`config.mk`:
```
export PLATFORM = sky130hd
export DESIGN_NAME = writeback_flat
export DESIGN_NICKNAME = d
export VERILOG_FILES = /design/src/rtl/writeback_pkg.sv /design/src/rtl/writeback_if.sv /design/src/rtl/writeback_fifo.sv /design/src/rtl/writeback.sv /design/src/flat_wrapper.sv
export SDC_FILE = /design/constraint.sdc
export NUM_CORES = 1
export LEC_CHECK = 0
export CAP_MARGIN = 20
export CORE_ASPECT_RATIO = 0.9
export CORE_MARGIN = 3
export CORE_UTILIZATION = 25
export CTS_CLUSTER_DIAMETER = 120
export DETAILED_ROUTE_END_ITERATION = 8
export PLACE_DENSITY_LB_ADDON = 0.2
export SLEW_MARGIN = 20
export SYNTH_ARGS = -nofsm -noshare
export SYNTH_HDL_FRONTEND = slang
export SYNTH_SLANG_ARGS = --single-unit
```
`constraint.sdc`:
```
create_clock -name clk -period 11.9 [get_ports clk]
set_input_delay 2.38 -clock clk [delete_from_list [all_inputs] [get_ports clk]]
set_output_delay 2.38 -clock clk [all_outputs]
set_load 0.05 [all_outputs]
```
`src/rtl/writeback_pkg.sv`:
```
// Shared types for the register-file write-back path: queue entry layout,
// load size encodings and the per-cycle push limit.
package writeback_pkg;

  typedef struct packed {
    logic [4:0]  rd;
    logic [31:0] data;
  } wb_entry_t;

  localparam logic [1:0] LD_BYTE = 2'd0;
  localparam logic [1:0] LD_HALF = 2'd1;
  localparam logic [1:0] LD_WORD = 2'd2;

  localparam int WB_PUSH_MAX = 3;

endpackage

```
`src/rtl/writeback_if.sv`:
```
// Register-file write port between the write-back unit (master) and the
// decoder's register file (slave).
interface writeback_if;
  logic        reg_we_out;
  logic [4:0]  rd_out;
  logic [31:0] reg_wdata;

  modport master (output reg_we_out, rd_out, reg_wdata);
  modport slave  (input  reg_we_out, rd_out, reg_wdata);
endinterface

```
`src/rtl/writeback_fifo.sv`:
```
// In-order write-back queue: up to WB_PUSH_MAX pushes and one pop per cycle.
// When empty, the first push bypasses storage so it reaches the output next cycle.
module writeback_fifo
  import writeback_pkg::*;
#(
  parameter int DEPTH = 4,
  localparam int AW = $clog2(DEPTH),
  localparam int CW = AW + 1
) (
  input  logic                   clk,
  input  logic                   reset,
  input  logic                   pop_i,
  input  logic [WB_PUSH_MAX-1:0] push_vld_i,
  input  wb_entry_t              push_ent_i [WB_PUSH_MAX],
  output logic                   out_vld_o,
  output wb_entry_t              out_ent_o,
  output logic                   drop_o,
  output logic [CW-1:0]          count_o,
  output wb_entry_t              ord_o [DEPTH]
);

  wb_entry_t     mem_q [DEPTH];
  wb_entry_t     mem_d [DEPTH];
  logic [AW-1:0] head_q, head_d, tail_s;
  logic [CW-1:0] count_q, count_d;

  // Pop the old head first, then place pushes in source order into freed space.
  always_comb begin
    mem_d     = mem_q;
    head_d    = head_q;
    count_d   = count_q;
    out_vld_o = 1'b0;
    out_ent_o = '0;
    drop_o    = 1'b0;
    tail_s    = head_q + count_q[AW-1:0];
    if (pop_i && (count_q != '0)) begin
      out_vld_o = 1'b1;
      out_ent_o = mem_q[head_q];
      head_d    = head_q + AW'(1);
      count_d   = count_q - CW'(1);
    end else begin
      head_d    = head_q;
    end
    for (int k = 0; k < WB_PUSH_MAX; k++) begin
      if (push_vld_i[k]) begin
        if (pop_i && !out_vld_o) begin
          out_vld_o = 1'b1;
          out_ent_o = push_ent_i[k];
        end else if (count_d < CW'(DEPTH)) begin
          mem_d[tail_s] = push_ent_i[k];
          tail_s        = tail_s + AW'(1);
          count_d       = count_d + CW'(1);
        end else begin
          drop_o = 1'b1;
        end
      end else begin
        tail_s = tail_s;
      end
    end
  end

  // Queue state registers.
  always_ff @(posedge clk) begin
    if (reset) begin
      head_q  <= '0;
      count_q <= '0;
      for (int i = 0; i < DEPTH; i++) mem_q[i] <= '0;
    end else begin
      head_q  <= head_d;
      count_q <= count_d;
      mem_q   <= mem_d;
    end
  end

  // Entries re-ordered oldest-first for the forwarding search.
  always_comb begin
    for (int i = 0; i < DEPTH; i++) ord_o[i] = mem_q[head_q + AW'(i)];
  end

  assign count_o = count_q;

endmodule

```
`src/rtl/writeback.sv`:
```
// Write-back unit: merges DIV/LD/EX results, formats loads and serialises them
// into one register write per cycle. Optional forwarding under WB_FORWARD_EN.
module writeback
  import writeback_pkg::*;
#(
  parameter int WB_DEPTH = 4
) (
  input  logic         clk,
  input  logic         reset,
  input  logic         run,
  input  logic         ex_we,
  input  logic [4:0]   ex_rd,
  input  logic [31:0]  ex_data,
  input  logic         ld_valid,
  input  logic [4:0]   ld_rd,
  input  logic [31:0]  ld_data,
  input  logic [1:0]   ld_addr_lo,
  input  logic [1:0]   ld_bytes,
  input  logic         ld_unsigned,
  input  logic         div_ready,
  input  logic [4:0]   div_rd,
  input  logic [31:0]  div_data,
  writeback_if.master  wb,
  output logic         wb_busy,
  output logic         wb_overflow,
  input  logic [4:0]   fwd_rs,
  output logic         fwd_hit,
  output logic [31:0]  fwd_data
);

  localparam int CW = $clog2(WB_DEPTH) + 1;

  function automatic logic [31:0] fmt_load(input logic [31:0] d, input logic [1:0] lo,
                                           input logic [1:0] sz, input logic uns);
    logic [31:0] sh;
    logic [31:0] r;
    sh = d;
    case (sz)
      LD_BYTE: begin
        sh = d >> {lo, 3'b000};
        r  = {{24{~uns & sh[7]}}, sh[7:0]};
      end
      LD_HALF: begin
        sh = d >> {lo[1], 4'b0000};
        r  = {{16{~uns & sh[15]}}, sh[15:0]};
      end
      default: r = d;
    endcase
    return r;
  endfunction

  logic [WB_PUSH_MAX-1:0] push_vld_s;
  wb_entry_t              push_ent_s [WB_PUSH_MAX];
  logic                   out_vld_s, drop_s;
  wb_entry_t              out_ent_s;
  logic [CW-1:0]          count_s;
  wb_entry_t              ord_s [WB_DEPTH];

  logic        we_q, ovf_q;
  logic [4:0]  rd_q;
  logic [31:0] wdata_q;

  // Slot order is program order: DIV oldest, then LD, then EX.
  always_comb begin
    push_vld_s[0] = run & div_ready & (div_rd != 5'd0);
    push_ent_s[0] = '{rd: div_rd, data: div_data};
    push_vld_s[1] = run & ld_valid & (ld_rd != 5'd0);
    push_ent_s[1] = '{rd: ld_rd, data: fmt_load(ld_data, ld_addr_lo, ld_bytes, ld_unsigned)};
    push_vld_s[2] = run & ex_we & (ex_rd != 5'd0);
    push_ent_s[2] = '{rd: ex_rd, data: ex_data};
  end

  writeback_fifo #(.DEPTH(WB_DEPTH)) u_fifo (
    .clk        (clk),
    .reset      (reset),
    .pop_i      (run),
    .push_vld_i (push_vld_s),
    .push_ent_i (push_ent_s),
    .out_vld_o  (out_vld_s),
    .out_ent_o  (out_ent_s),
    .drop_o     (drop_s),
    .count_o    (count_s),
    .ord_o      (ord_s)
  );

  // Register-file write port and sticky overflow flag.
  always_ff @(posedge clk) begin
    if (reset) begin
      we_q    <= 1'b0;
      rd_q    <= 5'd0;
      wdata_q <= 32'd0;
      ovf_q   <= 1'b0;
    end else begin
      we_q  <= out_vld_s;
      ovf_q <= ovf_q | drop_s;
      if (out_vld_s) begin
        rd_q    <= out_ent_s.rd;
        wdata_q <= out_ent_s.data;
      end
    end
  end

  assign wb.reg_we_out = we_q;
  assign wb.rd_out     = rd_q;
  assign wb.reg_wdata  = wdata_q;
  assign wb_overflow   = ovf_q;
  assign wb_busy       = (CW'(WB_DEPTH) - count_s) < CW'(WB_PUSH_MAX);

`ifdef WB_FORWARD_EN
  // Output register has lowest priority; younger queue entries override older ones.
  always_comb begin
    fwd_hit  = 1'b0;
    fwd_data = 32'd0;
    if (fwd_rs != 5'd0) begin
      if (we_q && (rd_q == fwd_rs)) begin
        fwd_hit  = 1'b1;
        fwd_data = wdata_q;
      end else begin
        fwd_hit  = 1'b0;
      end
      for (int i = 0; i < WB_DEPTH; i++) begin
        if ((CW'(i) < count_s) && (ord_s[i].rd == fwd_rs)) begin
          fwd_hit  = 1'b1;
          fwd_data = ord_s[i].data;
        end else begin
          fwd_data = fwd_data;
        end
      end
    end else begin
      fwd_hit = 1'b0;
    end
  end
`else
  logic fwd_unused_s;

  always_comb begin
    fwd_unused_s = ^fwd_rs;
    for (int i = 0; i < WB_DEPTH; i++) fwd_unused_s = fwd_unused_s ^ (^ord_s[i]);
  end

  assign fwd_hit  = 1'b0;
  assign fwd_data = 32'd0;
`endif

endmodule

```
`src/flat_wrapper.sv`:
```
// flat-port wrapper written by rule: the top's interface ports become plain ports
module writeback_flat import writeback_pkg::*;
#(
  parameter int WB_DEPTH = 4
)
  (clk, reset, run, ex_we, ex_rd, ex_data, ld_valid, ld_rd, ld_data, ld_addr_lo, ld_bytes, ld_unsigned, div_ready, div_rd, div_data, wb_busy, wb_overflow, fwd_rs, fwd_hit, fwd_data, wb_reg_we_out, wb_rd_out, wb_reg_wdata);
  writeback_if wb_i ();
  input  logic clk;
  input  logic reset;
  input  logic run;
  input  logic ex_we;
  input  logic [4:0] ex_rd;
  input  logic [31:0] ex_data;
  input  logic ld_valid;
  input  logic [4:0] ld_rd;
  input  logic [31:0] ld_data;
  input  logic [1:0] ld_addr_lo;
  input  logic [1:0] ld_bytes;
  input  logic ld_unsigned;
  input  logic div_ready;
  input  logic [4:0] div_rd;
  input  logic [31:0] div_data;
  output logic wb_busy;
  output logic wb_overflow;
  input  logic [4:0] fwd_rs;
  output logic fwd_hit;
  output logic [31:0] fwd_data;
  output wire logic [$bits(wb_i.reg_we_out)-1:0] wb_reg_we_out;
  output wire logic [$bits(wb_i.rd_out)-1:0] wb_rd_out;
  output wire logic [$bits(wb_i.reg_wdata)-1:0] wb_reg_wdata;
  assign wb_reg_we_out = wb_i.reg_we_out;
  assign wb_rd_out = wb_i.rd_out;
  assign wb_reg_wdata = wb_i.reg_wdata;
  writeback #(.WB_DEPTH(WB_DEPTH)) u_core (.clk(clk), .reset(reset), .run(run), .ex_we(ex_we), .ex_rd(ex_rd), .ex_data(ex_data), .ld_valid(ld_valid), .ld_rd(ld_rd), .ld_data(ld_data), .ld_addr_lo(ld_addr_lo), .ld_bytes(ld_bytes), .ld_unsigned(ld_unsigned), .div_ready(div_ready), .div_rd(div_rd), .div_data(div_data), .wb(wb_i), .wb_busy(wb_busy), .wb_overflow(wb_overflow), .fwd_rs(fwd_rs), .fwd_hit(fwd_hit), .fwd_data(fwd_data));
endmodule
```
# Word level (Yosys, flattened, before mapping)

Cells that the tools add are included.
Widths: inputs -> output; s select.

$add $sub $neg: 9
$lt $le $gt $ge: 11
Equality and inequality tests: 1
Shift-type cells: 2
Multiplexer cells: 61
Bitwise operators: 14
Reductions and logical operators: 15

Operators by type and width:

| cell                | number |
|---|---|
| $mux 148            | 9 |
| $bwmux 148          | 3 |
| $mux 37             | 12 |
| $demux 37 s2        | 3 |
| $bmux 37 s2         | 1 |
| $pmux 32 s2         | 1 |
| $shr 32x5->16       | 1 |
| $shr 32x5->8        | 1 |
| $mux 3              | 10 |
| $mux 1              | 16 |
| $reduce_bool 5->1   | 3 |
| $ge 3x3->1 const B  | 4 |
| $mux 2              | 6 |
| $not 2->3           | 4 |
| $add 3x1->3 const B | 3 |
| $lt 3x1->1 const B  | 3 |
| $lt 3x3->1 const B  | 3 |
| $and 1x1->1         | 8 |
| $logic_and 1x1->1   | 7 |
| $add 2x1->2 const B | 3 |
| $logic_not 1->1     | 3 |
| $lt 3x2->1 const B  | 1 |
| $reduce_bool 3->1   | 1 |
| $sub 3x1->3 const B | 1 |
| 6 further kinds     | 6 |

Register bits: 192
Input port bits: 127
Output and inout port bits: 73
Word-level logic and storage cells: 127

# Depth between registers and ports, before layout

Depth after elaboration: 20
Mapped depth: 17
Gate-level depth less buffers: 13

# Modules after synthesis

From an unflattened synthesis, not the netlist that was laid out.

Cell total of the unflattened synthesis: 1769
Area total of the unflattened synthesis: 16341.9 sq um

Modules (own cells, without submodules):

| module         | times used | cells an instance | area each (sq um) | seq. area each (sq um) |
|---|---|---|---|---|
| writeback_fifo | 1          | 1503              | 13952.1           | 3062.9 |
| writeback      | 1          | 266               | 2389.8            | 780.7 |

# Worst setup path after synthesis

No wires, ideal clock.

Path type: input port to flip-flop
From: in div_rd[1]
To: reg u_core.u_fifo.mem_q[100] (netlist bit)
Setup time: 0.070 ns
Data arrival time: 5.353 ns
Required time: 11.830 ns
Setup slack: 6.477 ns
Stages: 13
Buffers on the path: 4
Cell sequence: or4_1 buf_6 o2111ai_4 nor2_1 clkbuf_1 or2_2 inv_1 ha_1 nor3b_2 buf_2 buf_1 o211ai_1 a21oi_1

Cells in the longest elaborated chain, start to end: 16
Elaborated cells between the ends (all ways): 42
Those cells by class: add/sub: 2; order compare: 6; mux: 24; bitwise: 3; reduce/logical: 7

RTL lines:

| what                                                                | line                                       | source |
|---|---|---|
| from (decl)                                                         | flat_wrapper.sv:21                         | `input logic [4:0] div_rd;` |
| $reduce_bool 5->1 *                                                 | writeback.sv:65                            | `push_vld_s[0] = run & div_ready & (div_rd != 5'd0);` |
| $and 1x1->1 *                                                       | writeback.sv:65                            |  |
| $mux 3 (tied with other cells)                                      | writeback_fifo.sv:45                       | `if (push_vld_i[k]) begin` |
| $lt 3x3->1 (tied with other cells)                                  | writeback_fifo.sv:49                       | `end else if (count_d < CW'(DEPTH)) begin` |
| $mux 2 (tied with other cells)                                      | writeback_fifo.sv:49                       |  |
| $mux 2 or $logic_and 1x1->1 (tied branches)                         | writeback_fifo.sv:46, writeback_fifo.sv:50 |  |
| $mux 2 or $mux 37 (tied branches)                                   | writeback_fifo.sv:45, writeback_fifo.sv:50 |  |
| $not 2->3 (implied by the code) or $demux 37 s2 (tied branches)     | writeback_fifo.sv:50                       | `mem_d[tail_s] = push_ent_i[k];` |
| $ge 3x3->1 (implied by the code) (tied with other cells)            | writeback_fifo.sv:50                       |  |
| $logic_and 1x1->1 (implied by the code) or $mux 148 (tied branches) | writeback_fifo.sv:50, writeback_fifo.sv:49 |  |
| $mux 37 (implied by the code) or $mux 148 (tied branches)           | writeback_fifo.sv:50, writeback_fifo.sv:46 |  |
| $demux 37 s2 or $mux 148 (tied branches)                            | writeback_fifo.sv:50, writeback_fifo.sv:45 |  |
| $bwmux 148                                                          | writeback_fifo.sv:50                       |  |
| $mux 148                                                            | writeback_fifo.sv:49                       |  |
| $mux 148                                                            | writeback_fifo.sv:46                       | `if (pop_i && !out_vld_o) begin` |
| $mux 148 *                                                          | writeback_fifo.sv:45                       |  |
| to (signal assigned)                                                | writeback_fifo.sv:71                       | `mem_q <= mem_d;` |
| to (decl)                                                           | writeback_fifo.sv:22                       | `wb_entry_t mem_q [DEPTH];` |

Every way passes the cells marked *; elsewhere a longest branch is shown, timed or not.
A chain may end at the register's enable or synchronous reset.

# Final worst setup path

From: in run
To: reg u_core.u_fifo.mem_q[35] (netlist bit)

Cells in the longest elaborated chain, start to end: 19
Elaborated cells between the ends (all ways): 60
Those cells by class: add/sub: 3; order compare: 7; mux: 33; bitwise: 8; reduce/logical: 9

RTL lines:

| what                                                                | line                                       | source |
|---|---|---|
| from (decl)                                                         | flat_wrapper.sv:10                         | `input logic run;` |
| $logic_and 1x1->1                                                   | writeback_fifo.sv:36                       | `if (pop_i && (count_q != '0)) begin` |
| $mux 3 or $mux 1 (tied branches)                                    | writeback_fifo.sv:36                       |  |
| $add 3x1->3 (tied with other cells)                                 | writeback_fifo.sv:52                       | `count_d = count_d + CW'(1);` |
| $mux 3 (tied with other cells)                                      | writeback_fifo.sv:49                       |  |
| $mux 3 (tied with other cells)                                      | writeback_fifo.sv:46                       |  |
| $mux 3 (tied with other cells)                                      | writeback_fifo.sv:45                       |  |
| $lt 3x3->1 (tied with other cells)                                  | writeback_fifo.sv:49                       |  |
| $mux 2 (tied with other cells)                                      | writeback_fifo.sv:49                       |  |
| [3 not listed]                                                      | n/a                                        |  |
| $ge 3x3->1 (implied by the code) (tied with other cells)            | writeback_fifo.sv:50                       |  |
| $logic_and 1x1->1 (implied by the code) or $mux 148 (tied branches) | writeback_fifo.sv:50, writeback_fifo.sv:49 |  |
| $mux 37 (implied by the code) or $mux 148 (tied branches)           | writeback_fifo.sv:50, writeback_fifo.sv:46 |  |
| $demux 37 s2 or $mux 148 (tied branches)                            | writeback_fifo.sv:50, writeback_fifo.sv:45 |  |
| $bwmux 148                                                          | writeback_fifo.sv:50                       |  |
| $mux 148                                                            | writeback_fifo.sv:49                       |  |
| $mux 148                                                            | writeback_fifo.sv:46                       |  |
| $mux 148 *                                                          | writeback_fifo.sv:45                       |  |

Marked as above.

==> impl_metrics.json <==
{
  "clk_pin_slew_worst_paths_ns": 0.08,
  "post_cts_resize_count": 0,
  "final_cycle_utilization_of_the_critical_path_pct": 60.2,
  "port_buffers": 161,
  "post-route-util_pct": 30.6,
  "io_pins": 200,
  "drt_iter0_markers": 1254,
  "p_int_w": 0.00177,
  "cts_setup_buffers": 0,
  "finClkSkew_ns": 0.0118,
  "preCtsSetupSlack_ns": 4.40,
  "grt_pass1_vias": 12097,
  "synth_largest_type_area_fraction_pct": 29.5,
  "wl_per_cell_um": 23.9,
  "fin_cells": 2320,
  "ctsLongestPathBuffers": 2,
  "timing.critical_path.max_delay_family": "buffers and inverters",
  "ys_ff_latch": 192,
  "timing_hold_violations_final": 0,
  "floorplan.die.width_um": 246,
  "synth_seq_area_share_pct": 29.5,
  "netlist_instances": 1553,
  "pin_count_of_the_biggest_net_entering_global_routing": 127,
  "cp-start-kind": "input pin",
  "worstSkewPairLatency_ns": 0.45,
  "numPlacedInstances": 2286,
  "p_clk_share_pct": 19.9,
  "holdPathStages": 2,
  "power.leakage_nw": 5.29,
  "result_of_the_run": "finished clean",
  "vias": 12455,
  "pnr_total_power_w": 0.00308,
  "cpMaxStageDelayCell": "clkdlybuf4s50_1",
  "cts_buffers": 17,
  "tritoncts_num_sinks": 192,
  "synth-warning-count": 0,
  "comb_power_share_pct": 51.0,
  "switching_share_pct": 42.6,
  "floorplan.core_area_um2": 50900,
  "hold_path.class": "reg -> reg",
  "drive_above_1_share_pct": 14.7,
  "number_of_drc_violations_after_detailed_routing": 0,
  "num-nets-final": 1761,
  "die_y_um": 222,
  "gp_routability_congestion": 0.834,
  "detail_route.first_pass.iterations": 5,
  "post_synth.cell_area_avg_um2": 8.38,
  "vdd_drop_max_mv": 0.0971,
  "place_hpwl_um": 33500,
  "rsz0062_at_grt": "no",
  "holdBufCountCts": 0,
  "cp_cell_sequence": "clkdlybuf4s50_1 -> buf_4 -> nor2b_1 -> buf_4 -> o2111ai_4 -> xor2_2 -> inv_1 -> ha_1 -> nor3b_4 -> buf_4 -> a211o_1 -> o211ai_1 -> a21oi_1",
  "grt_antenna_before_repair": 3,
  "synth_top_area_cell": "dfxtp_1",
  "max_freq_ghz": 0.139,
  "synthesis.area_um2": 13000,
  "ys_flop_type": "dfxtp_1",
  "critPathMaxStageDelay_ns": 1.05,
  "h-tree-depth": 4,
  "timing.critical_path.depth": 13,
  "setup-violations-final": 0,
  "grt_pass1_wl_um": 81000,
  "p_sw_w": 0.00131,
  "final_slew_violations": 0,
  "yosys-top-cells-count": "nand2_1, dfxtp_1, a21oi_1, mux2_2, o211ai_1",
  "synthTopCellsByArea": "dfxtp_1, mux2_2, nand2_1",
  "setup.worst_path.class": "in -> reg",
  "worst_slew_margin_rel_pct": 23.2,
  "clockRootBuffer": "clkbuf_16",
  "yosysMostFrequentCell": "nand2_1",
  "global_route.usage.total_pct": 19.6,
  "timing.final.ws_setup_ns": 4.73,
  "tightest_slew_ns": 1.15,
  "timing.critical_path.mode_cell": "buf_4",
  "cp_max_fo": 52,
  "postRouteAntennaNets": 0,
  "power_density_nw_per_um2": 198,
  "path_buf_inv": 5,
  "number_of_unique_standard_cell_types_used_by_synthesis": 68,
  "globalRouteOverflowTotal": 0,
  "fin_crit_ns": 7.17,
  "cts_tree": "built",
  "share_seq_of_total_power_pct": 29.1,
  "vias_per_cell": 5.37,
  "num_rows": 78,
  "synth-async-reset-ratio_pct": 0,
  "cp-end-kind": "flip-flop",
  "synth_enable_flop_cells": 0,
  "arrival_ns": 7.53,
  "area_delta_synth_final_pct": 19.7,
  "critPathRequiredTime_ns": 12.26,
  "floorplan.die_area_um2": 54800,
  "maxCapViolCount": 0,
  "start_util_pct": 25.5,
  "routed_wl_um": 55300,
  "tns_ns": 0,
  "worst_r2r_path_depth": 15
}
[per-layer routing]
layer  vias up  GRT usage (%)  part of all wire [%]
met5         -              0                     0
met4         0           3.79                   1.2
met3        55           4.11                   7.3
met2       500           30.3                    45
met1      6195           28.3                    46
li1       5705              -                     -
[cells by family (layout without fill, tap and decap cells)]
logic type / count (synthesis) / after routing / synth area share [%]
buf+inv: 178 / 231 / 7.25
flops: 192 / 192 / 29.5
compound gates: 432 / 432 / 21.7
fa+ha+maj: 9 / 9 / 0.866
other cells: 1 / 35 / 0.0288
xor+xnor: 14 / 14 / 1.11
simple gates: 469 / 469 / 14.9
mux: 258 / 258 / 24.6
[power groups by stage]
stage	Sequential (W)	Combinational (W)	Clock (W)
floorplan	0.000970	0.00104	0
detailed placement	0.000907	0.00156	0
global placement	0.000903	0.00153	0
finish	0.000895	0.00157	0.000613
CTS	0.000893	0.00156	0.000626
global route	0.000913	0.00170	0.000651
[state kept, by name, indices dropped and copies added (netlist names)]
signal and cells:
u_core.wb_overflow 1, u_core.wb.reg_we_out 1, u_core.u_fifo.head_q 2, u_core.wb.rd_out 5, u_core.wb.reg_wdata 32, u_core.u_fifo.count_o 3, u_core.u_fifo.mem_q 148
[placed cells by master (no fill, tap or decap), types with 5 or more instances in the layout]
cell,count
conb_1,33
mux2i_1,105
a22oi_1,7
inv_1,11
nand2_1,317
o21ai_0,42
o22ai_1,8
a2bb2oi_1,8
nand3_1,5
dfxtp_1,190
o211ai_1,111
mux4_2,38
nor2b_1,18
a221oi_1,19
a21oi_1,167
nand2b_1,6
ha_1,9
a31oi_1,18
xnor2_1,9
buf_4,25
mux2_2,115
inv_6,5
clkbuf_16,17
a211oi_1,10
nor2_1,93
a211o_1,8
clkdlybuf4s50_1,160
[cell type report]
cell class                 count  area [um2]
multi-input combinational   1215        8430
inverter                      13        48.8
tap                          680         851
clock buffer                  18         439
timing repair buffer         186        1800
sequential                   192        3850
fill                        5326       35400
antenna                        2        5.00
clock inverter                14         153
[through the flow]
step / hold WS, ns / area (um2)
2_1_floorplan: 0.641 / 13100
6_report: 0.455 / 15600
3_3_place_gp: 0.445 / 15000
5_1_grt: 0.484 / 15600
4_1_cts: 0.457 / 15600
3_5_place_dp: 0.446 / 15000
[worst reg2reg max path, cell delays in order (launching register included)]
cell       delay [ns]
dfxtp_1          0.46
inv_1            0.15
ha_1             0.23
ha_1             0.17
buf_4            0.29
nor2b_1          0.28
buf_4            0.35
o2111ai_4        0.37
xor2_2           0.29
inv_1            0.14
ha_1             0.19
nor3b_4          0.77
buf_4            0.70
a211o_1          0.20
o211ai_1         0.09
a21oi_1          0.20
[final timing paths]
check | startpoint | to | slack [ns]
worst max-delay path | run | u_core.u_fifo.mem_q[35]$_SDFF_PP0_ | 4.73
worst min-delay path | u_core.wb.rd_out[0]$_SDFFE_PP0P_ | u_core.wb.rd_out[0]$_SDFFE_PP0P_ | 0.46
worst max register to register | u_core.u_fifo.count_o[0]$_SDFF_PP0_ | u_core.u_fifo.mem_q[35]$_SDFF_PP0_ | 6.93
worst min register to register | u_core.wb.rd_out[0]$_SDFFE_PP0P_ | u_core.wb.rd_out[0]$_SDFFE_PP0P_ | 0.46
Power figures use the tool's default switching activity.
